==> config.mk <==
export PLATFORM = sky130hd
export DESIGN_NAME = fetch_sequencer
export DESIGN_NICKNAME = d
export VERILOG_FILES = /design/src/rtl/fetch_sequencer_pkg.sv /design/src/rtl/fetch_sequencer_next_pc_mux.sv /design/src/rtl/fetch_sequencer.sv
export SDC_FILE = /design/constraint.sdc
export NUM_CORES = 1
export LEC_CHECK = 0
export BUFFER_PORTS_ARGS = -buffer_cell sky130_fd_sc_hd__buf_2
export CORE_MARGIN = 5
export CORE_UTILIZATION = 51
export DETAILED_ROUTE_END_ITERATION = 10
export GPL_ROUTABILITY_DRIVEN = 0
export MAX_ROUTING_LAYER = met4
export PLACE_DENSITY = 0.82
export SLEW_MARGIN = 20
export SYNTH_ARGS = -nofsm -noshare
export SYNTH_HDL_FRONTEND = slang
export SYNTH_SLANG_ARGS = --single-unit
==> constraint.sdc <==
create_clock -name clk -period 5.6 [get_ports clk]
set_clock_uncertainty 0.2 [all_clocks]
set_input_delay 0.28 -clock clk [delete_from_list [all_inputs] [get_ports clk]]
set_output_delay 0.28 -clock clk [all_outputs]
set_load 0.1 [all_outputs]
==> src/rtl/fetch_sequencer_pkg.sv <==
// Shared definitions for the instruction-fetch sequencer.
//   - RESET_PC_DEFAULT : PC value loaded on reset
//   - state_t / ST_*   : sequencer state encodings
//   - pcsel_t / PCSEL_*: next-PC source selection from the controller
package fetch_sequencer_pkg;

    localparam logic [31:0] RESET_PC_DEFAULT = 32'h0040_0000;

    typedef logic [1:0] state_t;
    localparam state_t ST_IDLE  = 2'd0;
    localparam state_t ST_FETCH = 2'd1;
    localparam state_t ST_EXEC  = 2'd2;
    localparam state_t ST_HALT  = 2'd3;

    typedef logic [1:0] pcsel_t;
    localparam pcsel_t PCSEL_SEQ = 2'b00;
    localparam pcsel_t PCSEL_BR  = 2'b01;
    localparam pcsel_t PCSEL_J   = 2'b10;
    localparam pcsel_t PCSEL_JR  = 2'b11;

endpackage

==> src/rtl/fetch_sequencer_next_pc_mux.sv <==
// Combinational next-PC selection.
// Ports:
//   pcsel         in  2      source select (seq / branch / jump / jump-register)
//   pc_plus4      in  NBITS  address of the sequential successor
//   signimm       in  NBITS  sign-extended branch immediate (word offset)
//   instr_idx     in  26     jump target index field of the instruction
//   jr_target     in  NBITS  register operand for JR
//   next_pc       out NBITS  selected next PC
//   jr_misaligned out 1      JR selected and the register target is not word aligned
module next_pc_mux
    import fetch_sequencer_pkg::*;
#(
    parameter int NBITS = 32
) (
    input  logic [1:0]       pcsel,
    input  logic [NBITS-1:0] pc_plus4,
    input  logic [NBITS-1:0] signimm,
    input  logic [25:0]      instr_idx,
    input  logic [NBITS-1:0] jr_target,
    output logic [NBITS-1:0] next_pc,
    output logic             jr_misaligned
);

    always_comb begin
        next_pc       = pc_plus4;
        jr_misaligned = 1'b0;
        case (pcsel)
            PCSEL_SEQ: next_pc = pc_plus4;
            PCSEL_BR:  next_pc = pc_plus4 + (signimm << 2);
            PCSEL_J:   next_pc = {pc_plus4[NBITS-1:NBITS-4], instr_idx, 2'b00};
            PCSEL_JR: begin
                // Low bits are dropped so fetch stays word aligned; the
                // offending target is flagged instead of trapping.
                next_pc       = {jr_target[NBITS-1:2], 2'b00};
                jr_misaligned = |jr_target[1:0];
            end
            default:   next_pc = pc_plus4;
        endcase
    end

endmodule

==> src/rtl/fetch_sequencer.sv <==
// Instruction-fetch sequencer for the MIPS datapath. Owns the PC, fetches
// over a req/ack handshake with variable latency, holds the instruction for
// one execute cycle and emits a single-cycle execute strobe per instruction.
//
// state | meaning
// IDLE  | out of reset, waiting for run
// FETCH | imem_req high at pc, waiting for imem_ack
// EXEC  | enable high for one cycle, pc/retired update at the edge
// HALT  | stopped after retiring an instruction, pc held
//
// Ports:
//   clk        in  1   system clock
//   reset_n    in  1   asynchronous active-low reset
//   run        in  1   keep executing (0 = halt after current instruction)
//   imem_req   out 1   fetch request, high for the whole FETCH state
//   imem_addr  out 32  fetch address (= pc)
//   imem_ack   in  1   imem_rdata valid this cycle
//   imem_rdata in  32  instruction word
//   instr      out 32  latched instruction
//   pc         out 32  address of current instruction
//   pc_plus4   out 32  pc + 4
//   enable     out 1   execute strobe, one cycle per instruction
//   pcsel      in  2   next-PC source from the controller
//   signimm    in  32  sign-extended immediate
//   jr_target  in  32  JR register operand
//   misalign   out 1   sticky misaligned-JR flag
//   retired    out 32  executed instruction count
module fetch_sequencer
    import fetch_sequencer_pkg::*;
#(
    parameter int              NBITS    = 32,
    parameter logic [NBITS-1:0] RESET_PC = RESET_PC_DEFAULT
) (
    input  logic             clk,
    input  logic             reset_n,
    input  logic             run,
    output logic             imem_req,
    output logic [NBITS-1:0] imem_addr,
    input  logic             imem_ack,
    input  logic [NBITS-1:0] imem_rdata,
    output logic [NBITS-1:0] instr,
    output logic [NBITS-1:0] pc,
    output logic [NBITS-1:0] pc_plus4,
    output logic             enable,
    input  logic [1:0]       pcsel,
    input  logic [NBITS-1:0] signimm,
    input  logic [NBITS-1:0] jr_target,
    output logic             misalign,
    output logic [31:0]      retired
);

    state_t           state_q, state_d;
    logic [NBITS-1:0] pc_q;
    logic [NBITS-1:0] instr_q;
    logic [31:0]      retired_q;
    logic             misalign_q;
    logic [NBITS-1:0] pc_plus4_w;
    logic [NBITS-1:0] next_pc_w;
    logic             jr_misaligned_w;

    assign pc_plus4_w = pc_q + NBITS'(4);

    next_pc_mux #(.NBITS(NBITS)) u_next_pc_mux (
        .pcsel         (pcsel),
        .pc_plus4      (pc_plus4_w),
        .signimm       (signimm),
        .instr_idx     (instr_q[25:0]),
        .jr_target     (jr_target),
        .next_pc       (next_pc_w),
        .jr_misaligned (jr_misaligned_w)
    );

    always_comb begin
        state_d = state_q;
        case (state_q)
            ST_IDLE:  if (run) state_d = ST_FETCH;
            ST_FETCH: if (imem_ack) state_d = ST_EXEC;
            ST_EXEC:  state_d = run ? ST_FETCH : ST_HALT;
            ST_HALT:  if (run) state_d = ST_FETCH;
            default:  state_d = ST_IDLE;
        endcase
    end

    always_ff @(posedge clk or negedge reset_n) begin
        if (!reset_n) begin
            state_q    <= ST_IDLE;
            pc_q       <= RESET_PC;
            instr_q    <= '0;
            retired_q  <= '0;
            misalign_q <= 1'b0;
        end else begin
            state_q <= state_d;
            if (state_q == ST_FETCH && imem_ack) begin
                instr_q <= imem_rdata;
            end
            if (state_q == ST_EXEC) begin
                pc_q      <= next_pc_w;
                retired_q <= retired_q + 32'd1;
                if (jr_misaligned_w) begin
                    misalign_q <= 1'b1;
                end
            end
        end
    end

    // Request and strobe decode straight from the state register so that an
    // asynchronous reset drops them in the same cycle.
    assign imem_req  = (state_q == ST_FETCH);
    assign enable    = (state_q == ST_EXEC);
    assign imem_addr = pc_q;
    assign instr     = instr_q;
    assign pc        = pc_q;
    assign pc_plus4  = pc_plus4_w;
    assign misalign  = misalign_q;
    assign retired   = retired_q;

endmodule

### Word level (Yosys, flattened, before mapping)

Index checks and enable logic that the tools add are counted.

| cells by class | value |
|---|---|
| mux-type cells | 6 |
| reductions and logical operators | 7 |
| equal/unequal tests | 8 |
| add/subtract/negate cells | 3 |

Operators by type and width:

| cell | count |
|---|---|
| one-hot mux 32 bit (4 select lines) | 1 |
| adder 32 x 1 -> 32 bit (second input constant) | 1 |
| adder 32 x 3 -> 32 bit (second input constant) | 1 |
| adder 32 bit | 1 |
| equality test 2 bit (second input constant) | 4 |
| two-way mux 2 bit | 3 |
| one-hot mux 2 bit (3 select lines) | 1 |
| equality test 2 x 1 -> 1 bit (second input constant) | 2 |
| zero test 2 bit | 2 |
| inequality test 2 x 1 -> 1 bit (second input constant) | 2 |
| AND reduction 2 bit | 2 |
| OR reduction 2 bit | 2 |
| logical AND 1 bit | 1 |
| two-way mux 1 bit | 1 |

| word-level totals | value |
|---|---|
| register bits after elaboration | 99 |
| bits of input ports | 102 |
| logic and storage cells | 29 |

### Depth between registers and ports, before layout

Gate-level depths: netlist (run 1).

| depth | value |
|---|---|
| depth after elaboration | 4 |
| gate-level depth with buffers | 17 |
| mapped depth without buffers | 16 |

### Cells and area by module

Synthesis (run 1) repeated with hierarchy kept, for this count alone.

| unflattened totals | value |
|---|---|
| cell total of the unflattened synthesis | 682 |
| area, all modules | 7,141.8 um^2 |

By module, submodules not included:

| module | cells an instance | sequential area each (um^2) | area each (um^2) | times used |
|---|---|---|---|---|
| fetch_sequencer | 394 | 2,478.6 | 4,734.5 | 1 |
| next_pc_mux | 288 | 0.0 | 2,407.3 | 1 |

### Least setup slack after synthesis (run 1)

No wires, ideal clock.

| timing | value |
|---|---|
| path type | flip-flop to flip-flop |
| start point | register pc_q[4], in the netlist imem_addr[4] |
| end point | register pc_q[20], in the netlist imem_addr[20] |
| stages on the path, launching flop included | 17 |
| path slack | -0.787 ns |
| clock period less this slack | 6.387 ns |
| path buffers | 2 |
| data arrival time | 6.061 ns |
| path through | dfrtp_1 nand3_1 or2_1 clkbuf_1 nor2_1 nand2_1 xnor2_1 ha_1 buf_2 and3_2 a41o_1 a211o_1 a31oi_4 o21bai_2 xor2_1 mux4_2 mux2_4 |

| on the way | value |
|---|---|
| word-level cells in the longest chain between the ends | 3 |

RTL lines:

| item | line | RTL |
|---|---|---|
| from (decl) | fetch_sequencer.sv:53 | `logic [NBITS-1:0] pc_q;` |
| from (signal assigned) | fetch_sequencer.sv:97 | `pc_q <= next_pc_w;` |
| adder 32 x 3 -> 32 bit | fetch_sequencer.sv:61 | `assign pc_plus4_w = pc_q + NBITS'(4);` |
| via pc_plus4[15] | fetch_sequencer.sv:43 | `output logic [NBITS-1:0] pc_plus4,` |
| adder 32 bit | fetch_sequencer_next_pc_mux.sv:29 | `PCSEL_BR: next_pc = pc_plus4 + (signimm << 2);` |
| one-hot mux 32 bit (4 select lines) | fetch_sequencer_next_pc_mux.sv:27 | `case (pcsel)` |

The timed path passes the listed nets, and every way through them passes these cells.
A chain may end at the register's enable or synchronous reset.

### Worst setup path in the final report (run 1)

| timing | value |
|---|---|
| start point | register pc_q[4], in the netlist imem_addr[4] |
| end point | register pc_q[31], in the netlist imem_addr[31] |

| on the way | value |
|---|---|
| word-level cells in the longest chain between the ends | 3 |

RTL lines:

| item | line |
|---|---|
| adder 32 x 3 -> 32 bit (*) | fetch_sequencer.sv:61 |
| adder 32 bit | fetch_sequencer_next_pc_mux.sv:29 |
| one-hot mux 32 bit (4 select lines) (*) | fetch_sequencer_next_pc_mux.sv:27 |

Every way passes the cells marked *; elsewhere a longest branch is shown, timed or not.

==> results of run 1 <==
per-layer routing:
layer | vias to the layer above | wire length [µm] | share of wire | track usage
li1 | 3025 | - | - | -
met1 | 3163 | 8670 | 0.42 | 0.331
met2 | 261 | 10300 | 0.49 | 0.426
met3 | 32 | 1520 | 0.073 | 0.0523
met4 | 0 | 418 | 0.020 | 0.0730
met5 | - | 0 | 0 | -
registers in the layout (all words and copies together), names as in the netlist:
signal	cells
retired	32
state_q	2
imem_addr	30
misalign	1
instr	32
cell families after synthesis:
| group | count (synthesis) | share of synthesized area |
|---|---|---|
| xor+xnor | 82 | 0.102 |
| other cells | 1 | 0.000531 |
| mux | 74 | 0.144 |
| buf+inv | 83 | 0.0647 |
| compound gates | 134 | 0.130 |
| flops | 97 | 0.344 |
| fa+ha+maj | 43 | 0.0773 |
| simple gates | 206 | 0.138 |
synthesized netlist by cell type, drive strengths merged (11+ instances only):
master	n	area share
mux2i	11	0.016
a21oi	46	0.034
nor2	50	0.027
and3	15	0.013
xnor2	51	0.063
nand2	69	0.037
inv	22	0.012
clkbuf	12	0.0064
buf	49	0.047
mux4	17	0.054
nand3	28	0.020
dfrtp	96	0.34
nand4	11	0.0098
xor2	31	0.038
o21ai	22	0.016
mux2	46	0.074
ha	42	0.074
a21o	12	0.013
per-stage QoR:
step,area [µm²],util
floorplan,7260,-
global placement,8430,0.615
detailed placement,8430,0.615
CTS,9050,0.659
global route,9050,0.660
finish,9050,0.660
layout make-up:
type	instances	area, µm²	share of cell area
flip-flops and latches	97	2430	0.268
multi-input cells	545	4380	0.484
repair buffers	293	1640	0.182
clock buffers	11	243	0.0268
inverters	22	82.6	0.00912
well taps	180	225	0.0249
diodes	1	2.50	0.000277
clock inverters	5	40.0	0.00442
path summary, 6_finish.rpt:
| check | slack, ps | cells after the start | endpoint |
|---|---|---|---|
| max | 890 | 16 | imem_addr[31]$_DFFE_PN0P_ |
| min | 60 | 3 | imem_addr[30]$_DFFE_PN0P_ |
| max reg2reg | 890 | 16 | imem_addr[31]$_DFFE_PN0P_ |
| min reg2reg | 250 | 1 | misalign$_DFFE_PN0P_ |
| max in group asynchronous | 3810 | 3 | retired[15]$_DFFE_PN0P_ |
| min in group asynchronous | 280 | 2 | instr[3]$_DFFE_PN0P_ |
placed cells by master, fill, tap and decap left out, drive strengths merged, types with 7 or more instances in the layout:
cell | netlist | routed
o21ai | 22 | 22
nand2 | 69 | 69
inv | 22 | 23
xnor2 | 51 | 51
a221oi | 7 | 7
mux4 | 17 | 17
mux2i | 11 | 11
a21o | 12 | 12
nand4 | 11 | 11
dfrtp | 96 | 96
buf | 49 | 260
xor2 | 31 | 31
nand3 | 28 | 28
a21oi | 46 | 46
nand2b | 7 | 7
clkbuf | 12 | 11
nor3 | 7 | 7
and3 | 15 | 15
nor2 | 50 | 50
mux2 | 46 | 46
dlygate4sd3 | 0 | 33
ha | 42 | 42
what timing repair did:
item | in CTS | in global routing
buffers inserted | 0 | 0
hold buffers | 33 | 0
hold endpoints to repair | 76 | 0
endpoints found under the setup margin | 0 | 0
worst min-delay path, delay by kind of cell:
kind,cells,cell delay (ps)
buf+inv,1,100
compound gates,2,200
==> run metrics, run 1 <==
status finished clean; Placed Cells 1,104; clk root buf clkbuf_16; Detail Route Antenna Nets 0; clock latency on the worst-skew pair 350 ps; initial core utilization 0.514; worst-path cell chain nand3_1 > or2_1 > nor2_1 > nand2_1 > nor2_1 > xor2_2 > ha_1 > nand4_1 > nor3_1 > nand3_1 > nand3_1 > o221a_2 > o21ai_0 > a311oi_1 > mux2i_1 > nor2_1; kind of critical path reg2reg; IO Count 265; number of setup violations in the final report 0; crit path DAT 4750 ps; TritonCTS sink count 97; Resize count post-CTS 0; IO Port Bufs 256; DRC Markers 0; Critical Path Max Stage Delay 480 ps; vias in the first global route 6,467; CP Launch Type register; grt ovf 0; Cell Area, Synth 0.00706 mm²; sequential element share of the synthesized area 0.344; Clock Pin Slew Worst Setup and Hold Paths 70 ps; Synth warnings 0; drt wl/cell 18.1 µm; CP Data Required Time 5640 ps; clk buf depth 2; chip height 128 µm; largest net degree at the start of global routing 58; num rows 43; Hold WC Path Type in2reg; Final WS setup 894 ps; CP max stage cell a311oi_1; total CTS buffers 9; max_slew headroom 0.378; total wire length 20,900 µm; synth-to-layout area growth 28.2%; Synth Instances 720; total core area 0.0137 mm²; minimum clock period 4710 ps; global-route wire length before repair 32,900 µm; Mapped Avg Cell Area 9.80 µm²; Via density 5.62; Global Route Usage Sum 0.260; initial antenna violation count 1; crit-path max FO 7; fill count 1,108; Critical Path Sink Type register; MaxCap Viol Count 0; layout cells sized above 1 0.387; die width 128 µm; commonest register cell after synthesis dfrtp_1; post-place setup slack 1020 ps; critical path startpoint imem_addr[4]$_DFFE_PN0P_; max-slew violations 0; final net count 1,113; FMAX 213 MHz; min-delay src jr_target[30]; worst r2r src imem_addr[4]$_DFFE_PN0P_; Final Hold Viols 0; Slew @ Worst Pin 930 ps; Hold WS 64.8 ps; CP Buf/Inv Count 0; fin cells 1,154; post-synth cell types 69; First-pass DRT Iterations 5; CTS tree done; Post-synth EDFFs 0; fin crit share 0.840; Async S/R FF share, synth 1.00; RSZ-0062 raised after global routing no; delay-heaviest family, CP simple AND/OR/NAND/NOR gates; #FFs+latches synth 97; DR vias 6,481; Iteration-0 DRC Markers 482; DPL Wire Length 15,600 µm; H-Tree Depth 3; die area 0.0163 mm²; Setup TNS 0 ps
Power of run 1 is not shown: default switching activity piles up to over one toggle a cycle in this logic, so the estimate is an artifact.
==> inputs of run 2 (changes only) <==
- CORE_UTILIZATION: 51 -> 46
- PLACE_DENSITY: 0.82 -> 0.78
- clock period: 5.6 -> 4.1 ns (I/O delays scaled with it)
==> run metrics, run 2 (same netlist as run 1, synthesis figures left out) <==
DRC Markers 0; commonest cells after routing, fill and taps aside buf_2, dfrtp_1, nand2_1; initial antenna violation count 0; min-delay src imem_ack; Critical Path Sink Type register; Slew @ Worst Pin 902 ps; Placed Area 0.00902 mm²; vias in the first global route 6,779; reg2reg end imem_addr[20]$_DFFE_PN0P_; CP max stage cell mux4_2; max_slew headroom 0.398; reg-to-reg slack, setup 150 ps; crit path DAT 3990 ps; fin util 0.647; First-pass DRT Iterations 5; CP Buf/Inv Count 0; layout cells sized above 1 0.463; initial core utilization 0.466; ant diodes 0; num rows 45; Top Layer Used met4; drt wl/cell 18.4 µm; grt ovf 0; MaxCap Viol Count 0; fin cells 1,184; Placed Cells 1,129; DR vias 6,552; Iteration-0 DRC Markers 401; global-route wire length before repair 34,700 µm; crit-path max FO 6; CP Launch Type register; max-slew violations 0; total core area 0.0151 mm²; number of setup violations in the final report 0; clock latency on the worst-skew pair 350 ps; total CTS buffers 9; minimum clock period 3950 ps; worst r2r src imem_addr[2]$_DFFE_PN0P_; commonest non-fill, non-tap cell in the layout buf_2; register area 0.00249 mm²; DPL Wire Length 16,300 µm; final net count 1,136; CP Data Required Time 4130 ps; met3 routed WL 1480 µm; chip height 134 µm; R2R cell count 14; total wire length 21,800 µm; status finished clean; Clock Pin Slew Worst Setup and Hold Paths 70 ps; CTS tree done; clk root buf clkbuf_16; Setup TNS 0 ps; Final Hold Viols 0; H-Tree Depth 3; fin crit share 0.965; hold path depth 3; met1 WL 8890 µm; met2 wire len 10,900 µm; Critical Path Max Stage Delay 460 ps; delay-heaviest family, CP simple AND/OR/NAND/NOR gates; worst-path cell chain nand3_2 > or2_4 > nor2_4 > nand2_4 > xnor2_4 > ha_1 > and3_4 > a41o_1 > a211o_1 > a31oi_4 > o21bai_2 > xor2_1 > mux4_2 > mux2_4; TritonCTS sink count 97; Via density 5.53; IO Count 265; kind of critical path reg2reg; IO Port Bufs 256; clk buf depth 2; footprint of the multi-input gates 0.00487 mm²; FMAX 253 MHz; post-layout instance area 0.00980 mm²; Hold WC Path Type in2reg; die area 0.0179 mm²; fill count 1,139; synth-to-layout area growth 38.8%; Global Route Usage Sum 0.249; Detail Route Antenna Nets 0; Hold Path Sink state_q[0]$_DFFE_PN0P_; die width 134 µm; largest net degree at the start of global routing 76
==> run 2: cell count changes in the layout (fill, tap and decap cells not counted), sizes merged <==
cell / before / now
clkinv: 1 / 2
clkbuf: 11 / 9
clkinvlp: 3 / 0
inv: 23 / 27
diode: 1 / 0
buf: 260 / 279
dlygate4sd3: 33 / 37
==> run 2: cell type report <==
class                      instances  share of cell area
clock inverter                     7             0.00600
sequential                        97               0.254
tap                              188              0.0240
inverter                          22             0.00843
clock buffer                       9              0.0230
timing repair buffer             316               0.188
multi-input combinational        545               0.497
==> run 2: stage by stage <==
stage | setup WS (ps) | hold WS, ps
2_1_floorplan | -607 | -291
3_3_place_gp | 114 | 218
3_5_place_dp | 32.4 | 219
4_1_cts | 16.2 | 23.9
5_1_grt | -6.52 | 54.4
6_report | 145 | 35.8
==> run 2: what timing repair did <==
item                       CTS  global route
hold endpoints to repair   110             0
resized for setup            0            25
setup endpoints to repair    0             9
hold buffers                37             0
setup buffers                0             2
==> run 2: how the worst max path moves through the flow <==
stage                             startpoint                        end  slack [ps]  cells past startpoint
floorplan           imem_addr[4]$_DFFE_PN0P_  imem_addr[20]$_DFFE_PN0P_        -610                     14
global placement    imem_addr[2]$_DFFE_PN0P_  imem_addr[31]$_DFFE_PN0P_         110                     16
detailed placement  imem_addr[2]$_DFFE_PN0P_  imem_addr[20]$_DFFE_PN0P_          30                     14
CTS                 imem_addr[2]$_DFFE_PN0P_  imem_addr[20]$_DFFE_PN0P_          20                     14
global route        imem_addr[2]$_DFFE_PN0P_  imem_addr[20]$_DFFE_PN0P_          -7                     14
finish              imem_addr[2]$_DFFE_PN0P_  imem_addr[20]$_DFFE_PN0P_         150                     14
==> run 2: per-layer routing <==
metal / vias up / track usage
met3: 40 / 0.0480
met4: 0 / 0.0754
li1: 3085 / -
met2: 288 / 0.419
met1: 3139 / 0.305
met5: - / -
==> run 2: tightest hold or removal path, cell delays in order <==
cell,delay [ps]
buf_2,90
nand2b_1,160
a31oi_1,90
Power of run 2 is left out for the same reason.
